`src/rtl/hex_cal_pkg.sv`:
```
// Shared types and constants for the hex calculator parser: FSM states, operators,
// ASCII codes and the nibble-to-hex-character helper.
package hex_cal_pkg;

   typedef enum logic [2:0] {ST_OPA, ST_OPB, ST_CALC, ST_SEND, ST_ERR} state_t;
   typedef enum logic [1:0] {OP_ADD, OP_SUB, OP_MUL} op_t;

   localparam logic [7:0] A_CR    = 8'h0D;
   localparam logic [7:0] A_LF    = 8'h0A;
   localparam logic [7:0] A_ESC   = 8'h1B;
   localparam logic [7:0] A_EQ    = 8'h3D;
   localparam logic [7:0] A_QM    = 8'h3F;
   localparam logic [7:0] A_PLUS  = 8'h2B;
   localparam logic [7:0] A_MINUS = 8'h2D;
   localparam logic [7:0] A_STAR  = 8'h2A;

   // 0-9 -> '0'-'9', 10-15 -> 'A'-'F' ('A' = 8'h37 + 10)
   function automatic logic [7:0] nib2ascii(input logic [3:0] n);
      return (n < 4'd10) ? (8'h30 + {4'h0, n}) : (8'h37 + {4'h0, n});
   endfunction

endpackage

```
`src/rtl/hex_cal_ascii_dec.sv`:
```
// Combinational classifier for one received byte: hex digit value, operator, terminator, clear.
// Zero latency; no flow control.
module hex_cal_ascii_dec
   import hex_cal_pkg::*;
(
   input  logic [7:0] data,
   output logic       is_digit,
   output logic       is_op,
   output logic       is_term,
   output logic       is_esc,
   output logic [3:0] nib,
   output op_t        op
);

   always_comb begin
      is_digit = 1'b0;
      is_op    = 1'b0;
      nib      = data[3:0];
      op       = OP_ADD;
      if (data >= 8'h30 && data <= 8'h39) begin
         is_digit = 1'b1;
      end else if ((data >= 8'h41 && data <= 8'h46) || (data >= 8'h61 && data <= 8'h66)) begin
         is_digit = 1'b1;
         nib      = data[3:0] + 4'd9;
      end
      case (data)
         A_PLUS:  begin is_op = 1'b1; op = OP_ADD; end
         A_MINUS: begin is_op = 1'b1; op = OP_SUB; end
         A_STAR:  begin is_op = 1'b1; op = OP_MUL; end
         default: ;
      endcase
   end

   assign is_term = (data == A_EQ) || (data == A_CR);
   assign is_esc  = (data == A_ESC);

endmodule

```
`src/rtl/hex_cal_parser.sv`:
```
// Parses "<hexA><op><hexB>=" from rx bytes, replies with 2*DIGITS hex chars + CR LF (or "?" CR LF).
// One calc cycle, then at most one tx byte per 2 cycles; rx bytes arriving while replying are dropped
// with an overrun pulse. HEX_CAL_ECHO_EN adds a one-entry echo of parsed bytes ahead of replies.
module hex_cal_parser
   import hex_cal_pkg::*;
#(
   parameter int DIGITS = 4
) (
   input  logic       clk,
   input  logic       n_rst,
   input  logic [7:0] rx_data,
   input  logic       rx_valid,
   output logic [7:0] tx_data,
   output logic       tx_valid,
   input  logic       tx_ready,
   output logic       busy,
   output logic       overrun
);

   localparam int W   = 4 * DIGITS;
   localparam int R   = 8 * DIGITS;
   localparam int CW  = $clog2(DIGITS + 1);
   localparam int NCH = 2 * DIGITS + 2;
   localparam int IW  = $clog2(NCH);

   localparam logic [CW-1:0] MAX_CNT  = CW'(DIGITS);
   localparam logic [IW-1:0] CR_IDX   = IW'(2 * DIGITS);
   localparam logic [IW-1:0] LAST_IDX = IW'(2 * DIGITS + 1);
   localparam logic [IW-1:0] ERR_LAST = IW'(2);

   state_t          state, state_nxt;
   logic [W-1:0]    opa, opb;
   logic [CW-1:0]   cnt_a, cnt_b;
   op_t             op_r;
   logic [R-1:0]    result, calc, res_sh;
   logic [IW-1:0]   idx;
   logic [7:0]      cur_char;
   logic            tx_is_echo;

   logic            is_digit, is_op, is_term, is_esc;
   logic [3:0]      nib;
   op_t             dec_op;

   logic            load_a, load_b, store_op, clr_ops, drop;
   logic            tx_fire, load_echo, load_char, echo_ovr;
   logic [7:0]      echo_buf;

   hex_cal_ascii_dec u_dec (
      .data     (rx_data),
      .is_digit (is_digit),
      .is_op    (is_op),
      .is_term  (is_term),
      .is_esc   (is_esc),
      .nib      (nib),
      .op       (dec_op)
   );

   assign tx_fire = tx_valid && tx_ready;
   assign busy    = (state == ST_CALC) || (state == ST_SEND);

   always_ff @(posedge clk or negedge n_rst) begin
      if (!n_rst) state <= ST_OPA;
      else        state <= state_nxt;
   end

   always_comb begin
      state_nxt = state;
      load_a    = 1'b0;
      load_b    = 1'b0;
      store_op  = 1'b0;
      clr_ops   = 1'b0;
      drop      = 1'b0;
      unique case (state)
         ST_OPA: if (rx_valid) begin
            if (is_esc) begin
               clr_ops = 1'b1;
            end else if (is_digit && cnt_a != MAX_CNT) begin
               load_a = 1'b1;
            end else if (is_op && cnt_a != '0) begin
               store_op  = 1'b1;
               state_nxt = ST_OPB;
            end else if (!(rx_data == A_LF && cnt_a == '0)) begin
               state_nxt = ST_ERR;
            end
         end
         ST_OPB: if (rx_valid) begin
            if (is_esc) begin
               clr_ops   = 1'b1;
               state_nxt = ST_OPA;
            end else if (is_digit && cnt_b != MAX_CNT) begin
               load_b = 1'b1;
            end else if (is_term && cnt_b != '0) begin
               state_nxt = ST_CALC;
            end else begin
               state_nxt = ST_ERR;
            end
         end
         ST_CALC: begin
            drop      = rx_valid;
            state_nxt = ST_SEND;
         end
         ST_SEND: begin
            drop = rx_valid;
            if (tx_fire && !tx_is_echo && idx == LAST_IDX) begin
               state_nxt = ST_OPA;
               clr_ops   = 1'b1;
            end
         end
         ST_ERR: begin
            drop = rx_valid;
            if (tx_fire && !tx_is_echo && idx == ERR_LAST) begin
               state_nxt = ST_OPA;
               clr_ops   = 1'b1;
            end
         end
         default: state_nxt = ST_OPA;
      endcase
   end

   always_comb begin
      calc = '0;
      case (op_r)
         OP_ADD:  calc = {{W{1'b0}}, opa} + {{W{1'b0}}, opb};
         OP_SUB:  calc = {{W{1'b0}}, opa} - {{W{1'b0}}, opb};
         OP_MUL:  calc = {{W{1'b0}}, opa} * {{W{1'b0}}, opb};
         default: calc = '0;
      endcase
   end

   always_ff @(posedge clk or negedge n_rst) begin
      if (!n_rst) begin
         opa    <= '0;
         opb    <= '0;
         cnt_a  <= '0;
         cnt_b  <= '0;
         op_r   <= OP_ADD;
         result <= '0;
         idx    <= '0;
      end else begin
         if (clr_ops) begin
            opa   <= '0;
            opb   <= '0;
            cnt_a <= '0;
            cnt_b <= '0;
         end else begin
            if (load_a) begin
               opa   <= W'({opa, nib});
               cnt_a <= cnt_a + CW'(1);
            end
            if (load_b) begin
               opb   <= W'({opb, nib});
               cnt_b <= cnt_b + CW'(1);
            end
         end
         if (store_op)           op_r   <= dec_op;
         if (state == ST_CALC)   result <= calc;
         if (tx_fire && !tx_is_echo) idx <= (state_nxt == ST_OPA) ? '0 : idx + IW'(1);
      end
   end

   // Shift the wanted nibble to the top so the index needs no variable part-select
   always_comb begin
      res_sh   = result << {idx, 2'b00};
      cur_char = A_LF;
      if (state == ST_ERR) begin
         if (idx == '0)           cur_char = A_QM;
         else if (idx == IW'(1))  cur_char = A_CR;
      end else if (idx < CR_IDX) begin
         cur_char = nib2ascii(res_sh[R-1 -: 4]);
      end else if (idx == CR_IDX) begin
         cur_char = A_CR;
      end
   end

`ifdef HEX_CAL_ECHO_EN
   logic echo_full;
   logic echo_in;

   assign echo_in   = rx_valid && (state == ST_OPA || state == ST_OPB);
   assign load_echo = echo_full && !tx_valid;
   assign echo_ovr  = echo_in && echo_full && !load_echo;

   always_ff @(posedge clk or negedge n_rst) begin
      if (!n_rst) begin
         echo_full <= 1'b0;
         echo_buf  <= 8'h00;
      end else if (echo_in && (!echo_full || load_echo)) begin
         echo_full <= 1'b1;
         echo_buf  <= rx_data;
      end else if (load_echo) begin
         echo_full <= 1'b0;
      end
   end
`else
   assign load_echo = 1'b0;
   assign echo_ovr  = 1'b0;
   assign echo_buf  = 8'h00;
`endif

   // Pending echo always wins the tx register, so echoed input precedes any reply
   assign load_char = !tx_valid && !load_echo && (state == ST_SEND || state == ST_ERR);

   always_ff @(posedge clk or negedge n_rst) begin
      if (!n_rst) begin
         tx_data    <= 8'h00;
         tx_valid   <= 1'b0;
         tx_is_echo <= 1'b0;
         overrun    <= 1'b0;
      end else begin
         overrun <= drop || echo_ovr;
         if (tx_fire) begin
            tx_valid <= 1'b0;
         end else if (load_echo) begin
            tx_data    <= echo_buf;
            tx_valid   <= 1'b1;
            tx_is_echo <= 1'b1;
         end else if (load_char) begin
            tx_data    <= cur_char;
            tx_valid   <= 1'b1;
            tx_is_echo <= 1'b0;
         end
      end
   end

endmodule

```
`config.mk`:
```
export PLATFORM = sky130hd
export DESIGN_NAME = hex_cal_parser
export DESIGN_NICKNAME = d
export VERILOG_FILES = /design/src/rtl/hex_cal_pkg.sv /design/src/rtl/hex_cal_ascii_dec.sv /design/src/rtl/hex_cal_parser.sv
export SDC_FILE = /design/constraint.sdc
export NUM_CORES = 1
export LEC_CHECK = 0
export ABC_AREA = 1
export CAP_MARGIN = 20
export CORE_UTILIZATION = 55
export CTS_CLUSTER_DIAMETER = 120
export DETAILED_ROUTE_END_ITERATION = 8
export GPL_TIMING_DRIVEN = 0
export PLACE_DENSITY = 0.69
export SLEW_MARGIN = 10
export SYNTH_ARGS = -nofsm -noshare
export SYNTH_HDL_FRONTEND = slang
export SYNTH_SLANG_ARGS = --single-unit
```
`constraint.sdc`:
```
create_clock -name clk -period 11.8 [get_ports clk]
set_input_delay 2.36 -clock clk [delete_from_list [all_inputs] [get_ports clk]]
set_output_delay 2.36 -clock clk [all_outputs]
set_load 0.02 [all_outputs]
```
After elaboration in Yosys (flattened, before gate mapping)
Index checks and enable logic that the tools add are counted.
{"block": "op_classes", "add_sub_neg": 8, "mul": 1, "n_div": 0, "magnitude_cmp": 8, "eq_ne": 19, "shift": 1, "n_mux": 55, "bitwise_logic": 1, "n_reduce_logical": 31}
{"op": "$pmux 32 s3", "count": 1}
{"op": "$mux 16", "count": 4}
{"op": "$mux 3", "count": 17}
{"op": "$eq 8x6->1 const B", "count": 4}
{"op": "$mul 16x16->32", "count": 1}
{"op": "$shl 32x6->32", "count": 1}
{"op": "$mux 1", "count": 23}
{"op": "$add 16x16->17", "count": 1}
{"op": "$sub 16x16->17", "count": 1}
{"op": "$eq 8x4->1 const B", "count": 2}
{"op": "$ge 8x7->1 const B", "count": 2}
{"op": "$le 8x7->1 const B", "count": 2}
{"op": "$pmux 3 s5", "count": 1}
{"op": "$add 6x4->7 const A", "count": 2}
{"op": "$mux 7", "count": 2}
{"op": "$logic_and 1x1->1", "count": 12}
{"op": "$mux 4", "count": 3}
{"op": "$logic_not 3->1", "count": 3}
{"op": "$eq 4x4->1 const B", "count": 2}
{"op": "$eq 8x5->1 const B", "count": 1}
{"op": "$ge 8x6->1 const B", "count": 1}
{"op": "$le 8x6->1 const B", "count": 1}
{"op": "$lt 4x4->1 const B", "count": 2}
{"op": "$mux 8", "count": 1}
{"op": "other kinds (24)", "count": 34}
{"block": "word_totals", "reg_bits": 89, "latch_bits": 0, "mem_bits_rw": 0, "mem_bits_ro": 0, "inputBits": 12, "output_inout_bits": 11, "memories": 0}

Longest topological paths before layout
{"block": "depth", "depth_word": 12, "mapped_depth": 30}

By module
A second synthesis with hierarchy kept.
{"block": "unflattened", "hier_cells": 2273, "hier_area_um2": 15970.3}
{"module": "hex_cal_parser", "n_inst": 1, "cells_per_inst": 2211, "area_each_um2": 15622.5, "seq_area_each_um2": 2202.1}
{"module": "hex_cal_ascii_dec", "n_inst": 1, "cells_per_inst": 62, "area_each_um2": 347.8, "seq_area_each_um2": 0.0}

Worst setup path after synthesis
No wires, ideal clock.
{"block": "synth_path", "path_kind": "reg-to-reg", "from": "reg opa[1]", "to": "reg result[21]", "setup_ns": 0.132, "arrival_time_ns": 5.452, "path_slack_ns": 6.216, "path_stages_with_launch": 25, "n_path_buf": 2, "synth_period_minus_slack_ns": 5.584, "cell_sequence": "dfrtp_1 clkbuf_1 clkbuf_1 nand2_1 fa_1 fa_1 inv_1 fa_1 fa_1 fa_1 inv_1 fa_1 inv_1 ha_1 nand2_1 inv_1 nand2_1 nor2_1 nand4_1 nand3_1 nand2_1 nand3_1 nand2_1 nand2_1 o21ai_0"}
{"block": "synth_between", "elab_chain_len": 2, "word_cells_on_any_way": 3, "cone_classes": "add/sub (1); mul (1); mux (1)"}
{"item": "start: declaration", "line_no": "hex_cal_parser.sv:32", "rtl": "logic [W-1:0] opa, opb;"}
{"item": "start signal: assignment", "line_no": "hex_cal_parser.sv:147", "rtl": "opa <= W'({opa, nib});"}
{"item": "$mul 16x16->32 or $sub 16x16->17 (tied branches)", "line_no": "hex_cal_parser.sv:125, hex_cal_parser.sv:124"}
{"item": "$pmux 32 s3 (*)", "line_no": "hex_cal_parser.sv:122", "rtl": "case (op_r)"}
{"item": "end signal: assignment", "line_no": "hex_cal_parser.sv:156", "rtl": "if (state == ST_CALC) result <= calc;"}
{"item": "end: declaration", "line_no": "hex_cal_parser.sv:35", "rtl": "logic [R-1:0] result, calc, res_sh;"}
Mark *: on every way between the ends. The rest lies on a longest branch, timed or not.
A chain may end at the register's enable or synchronous reset.

Worst setup path in the final report
{"block": "layout_path", "from": "reg opa[3]", "to": "reg result[14]"}
{"block": "layout_between", "elab_chain_len": 2, "word_cells_on_any_way": 4, "cone_classes": "add/sub (2); mul (1); mux (1)"}
{"item": "$mul 16x16->32, or another cell as far along", "line_no": "hex_cal_parser.sv:125", "rtl": "OP_MUL: calc = {{W{1'b0}}, opa} * {{W{1'b0}}, opb};"}
{"item": "$pmux 32 s3 (*)", "line_no": "hex_cal_parser.sv:122"}
Marks and branches as above.

==> reports/metrics.cfg <==
[run_status]
outcome=complete, no violations

[clock_network]
clk_pin_slew_worst_paths_ns=0.08
cts_resized=0
worstSkewPairLatency_ns=0.36
cts.sinks=88
cts_htree_levels=3
clock_path_buffers=2
cts-buffers-inserted=9
post-cts-setup-buffer-count=0
ctsHoldBuffers=0
clockRootBuffer=clkbuf_16
cts_tree=done

[final_layout]
final_util_pct=59.4
final_cell_mix=669 x nand2_1, 545 x inv_1, 196 x fa_1
ff_latch_area_um2=2200
fill_cells=2850
diodes=0
area_growth_pct=6.32
fin_nets=2687
final_common_cell=nand2_1
layout-drive-gt1-share_pct=4.37
instances_no_fill=2719
multiInputGateArea_um2=11300

[drt]
routedWlPerCell_um=17.8
route.antenna.remaining_nets=0
drc=0
via_count=14500
dr.pass1.iters=5
routed_wl_um=48300
drtIter0Drc=1255
vias_per_cell=5.33

[setup_path]
cp_cell_sequence=clkbuf_1 -> clkbuf_1 -> nand2_1 -> fa_1 -> inv_1 -> fa_1 -> inv_1 -> fa_1 -> inv_1 -> fa_1 -> fa_1 -> inv_1 -> fa_1 -> inv_1 -> ha_1 -> nand2_1 -> inv_1 -> a21oi_1 -> nand3_1 -> o21ai_0 -> nand3_1 -> nand2_1 -> nand2_1
worst_ep_required_time_ns=12.06
crit_fanout=10
slowest_stage=clkbuf_1
cp.arrival_ns=7.23
critical_path_class=reg -> reg
timing.rr.end=result[14]
startpoint_type=flip-flop
worst-r2r-cell-count=23
r2r_setup_slack_ns=4.82
cp-end-kind=flip-flop
r2r_start=opa[3]
slowest_delay_ns=0.60

[worst_hold_path]
holdPathEnd=result[30]
whs_path_depth=2
hold_path.class=reg -> reg
worstHoldStart=result[30]

[die]
core_um2=28700
die_y_um=173
chipWidth_um=173
start_util_pct=55.8
rows=62
ios=23
die_area_um2=29800

[synth]
syn_avg_cell_area_um2=6.98
yosysSeqAreaShare_pct=13.7
synthCells=2297
syn_area_um2=16000
synth_nets=2654
yosysWarnings=0
synth-edff-count=0
ys.flop_type=dfrtp_1
async_reset_ff_share_pct=100
synth.ff_latch_count=88
synth.distinct_cells=52

[timing]
slew_headroom_pct=48.5
rsz0062_at_grt=false
report.final.slew_viol_count=0
fin_crit_sh_pct=59.1
setup_viol=0
whs_ns=0.481
report.final.hold_viol_count=0
fmax_mhz=143
tightestPinTransition_ns=0.772
finalSetupTns_ns=0
finClkSkew_ns=0.0169
finalCriticalPeriod_ns=6.98

[placement]
dp_hpwl_um=40600
place.gp.congestion=0.988
place_inst=2703
port_buffers=21

[global_route]
grt_start_max_net_pins=49
track_usage_pct=33.5
antenna_found_initial=0
grt_pass1_vias=14200
grt_pass1_wl_um=77600
grt_overflow=0

[flow_run]
cap_violations=0

-- registers in the layout, indices dropped and copies added (netlist names) --
register  flops
overrun       1
cnt_b         3
tx_valid      1
cnt_a         3
result       32
opa          16
tx_data       7
op_r          2
idx           4
opb          16
state         3
-- synth_stat cells, types with 7 or more instances --
cell,number,area share (%)
a21boi_0,8,0.37
a21boi_1,7,0.33
a21oi_1,64,2.0
buf_2,11,0.34
clkbuf_1,72,1.7
dfrtp_1,88,14
fa_1,196,24
ha_1,149,12
inv_1,545,13
inv_2,14,0.33
nand2_1,669,16
nand2_2,8,0.31
nand3_1,144,4.5
nand4_1,26,1.0
nor2_1,103,2.4
nor2_2,7,0.27
nor3_1,12,0.37
o21ai_0,57,1.8
o21ai_1,19,0.59
o21bai_1,7,0.33
o22ai_1,7,0.27
-- layer usage --
metal  GRT usage, %  part of all wire [%]
met5              0                     0
met4           10.5                   2.8
met3           8.33                   8.8
met2           51.2                    44
met1           46.9                    45
-- kinds of logic (layout without fill, tap and decap cells) --
kind of cell	Yosys count	after routing	synth area share (%)
xor gates and xnor gates	8	8	0.437
and+or+nand+nor	999	999	26.4
buffers and inverters	656	694	15.9
AOI/OAI and AO/OA	200	200	7.42
other	1	1	0.0234
adders and majority gates	345	345	36.1
DFF	88	88	13.7
-- worst max-delay path, delay by kind of cell (launching register included) --
family,cells,cell delay (ns)
buffers and inverters,8,1.61
and+or+nand+nor,6,0.94
AOI/OAI and AO/OA,2,0.69
adders and majority gates,7,3.24
DFF,1,0.38
-- worst max path at each step --
stage / slack [ns] / endpoint / start / cells past startpoint
2_1_floorplan: 6.22 / result[21] / opa[1] / 24
3_3_place_gp: 4.95 / result[26] / n_rst / 1
3_5_place_dp: 4.88 / result[15] / opa[5] / 25
4_1_cts: 4.87 / result[15] / opa[5] / 25
5_1_grt: 4.59 / result[14] / opa[3] / 23
6_report: 4.82 / result[14] / opa[3] / 23
-- through the flow --
step | setup slack [ns] | cell area, um^2
floorplan | 6.22 | 16000
global placement | 4.95 | 16700
detailed placement | 4.88 | 16700
CTS | 4.87 | 17000
global route | 4.59 | 17000
finish | 4.82 | 17000
-- area by class of cell --
cell class,instances,share of cell area [%]
buffer,93,2.48
clock buffer,9,1.32
clock inverter,7,0.419
inverter,563,12.4
multi-input combinational,1553,66.2
sequential,88,12.9
tap,384,2.82
timing repair buffer,22,1.38
Power is left out: the tool's default activity adds up to more than one toggle a clock period on the data nets, which glitch-free logic cannot reach.
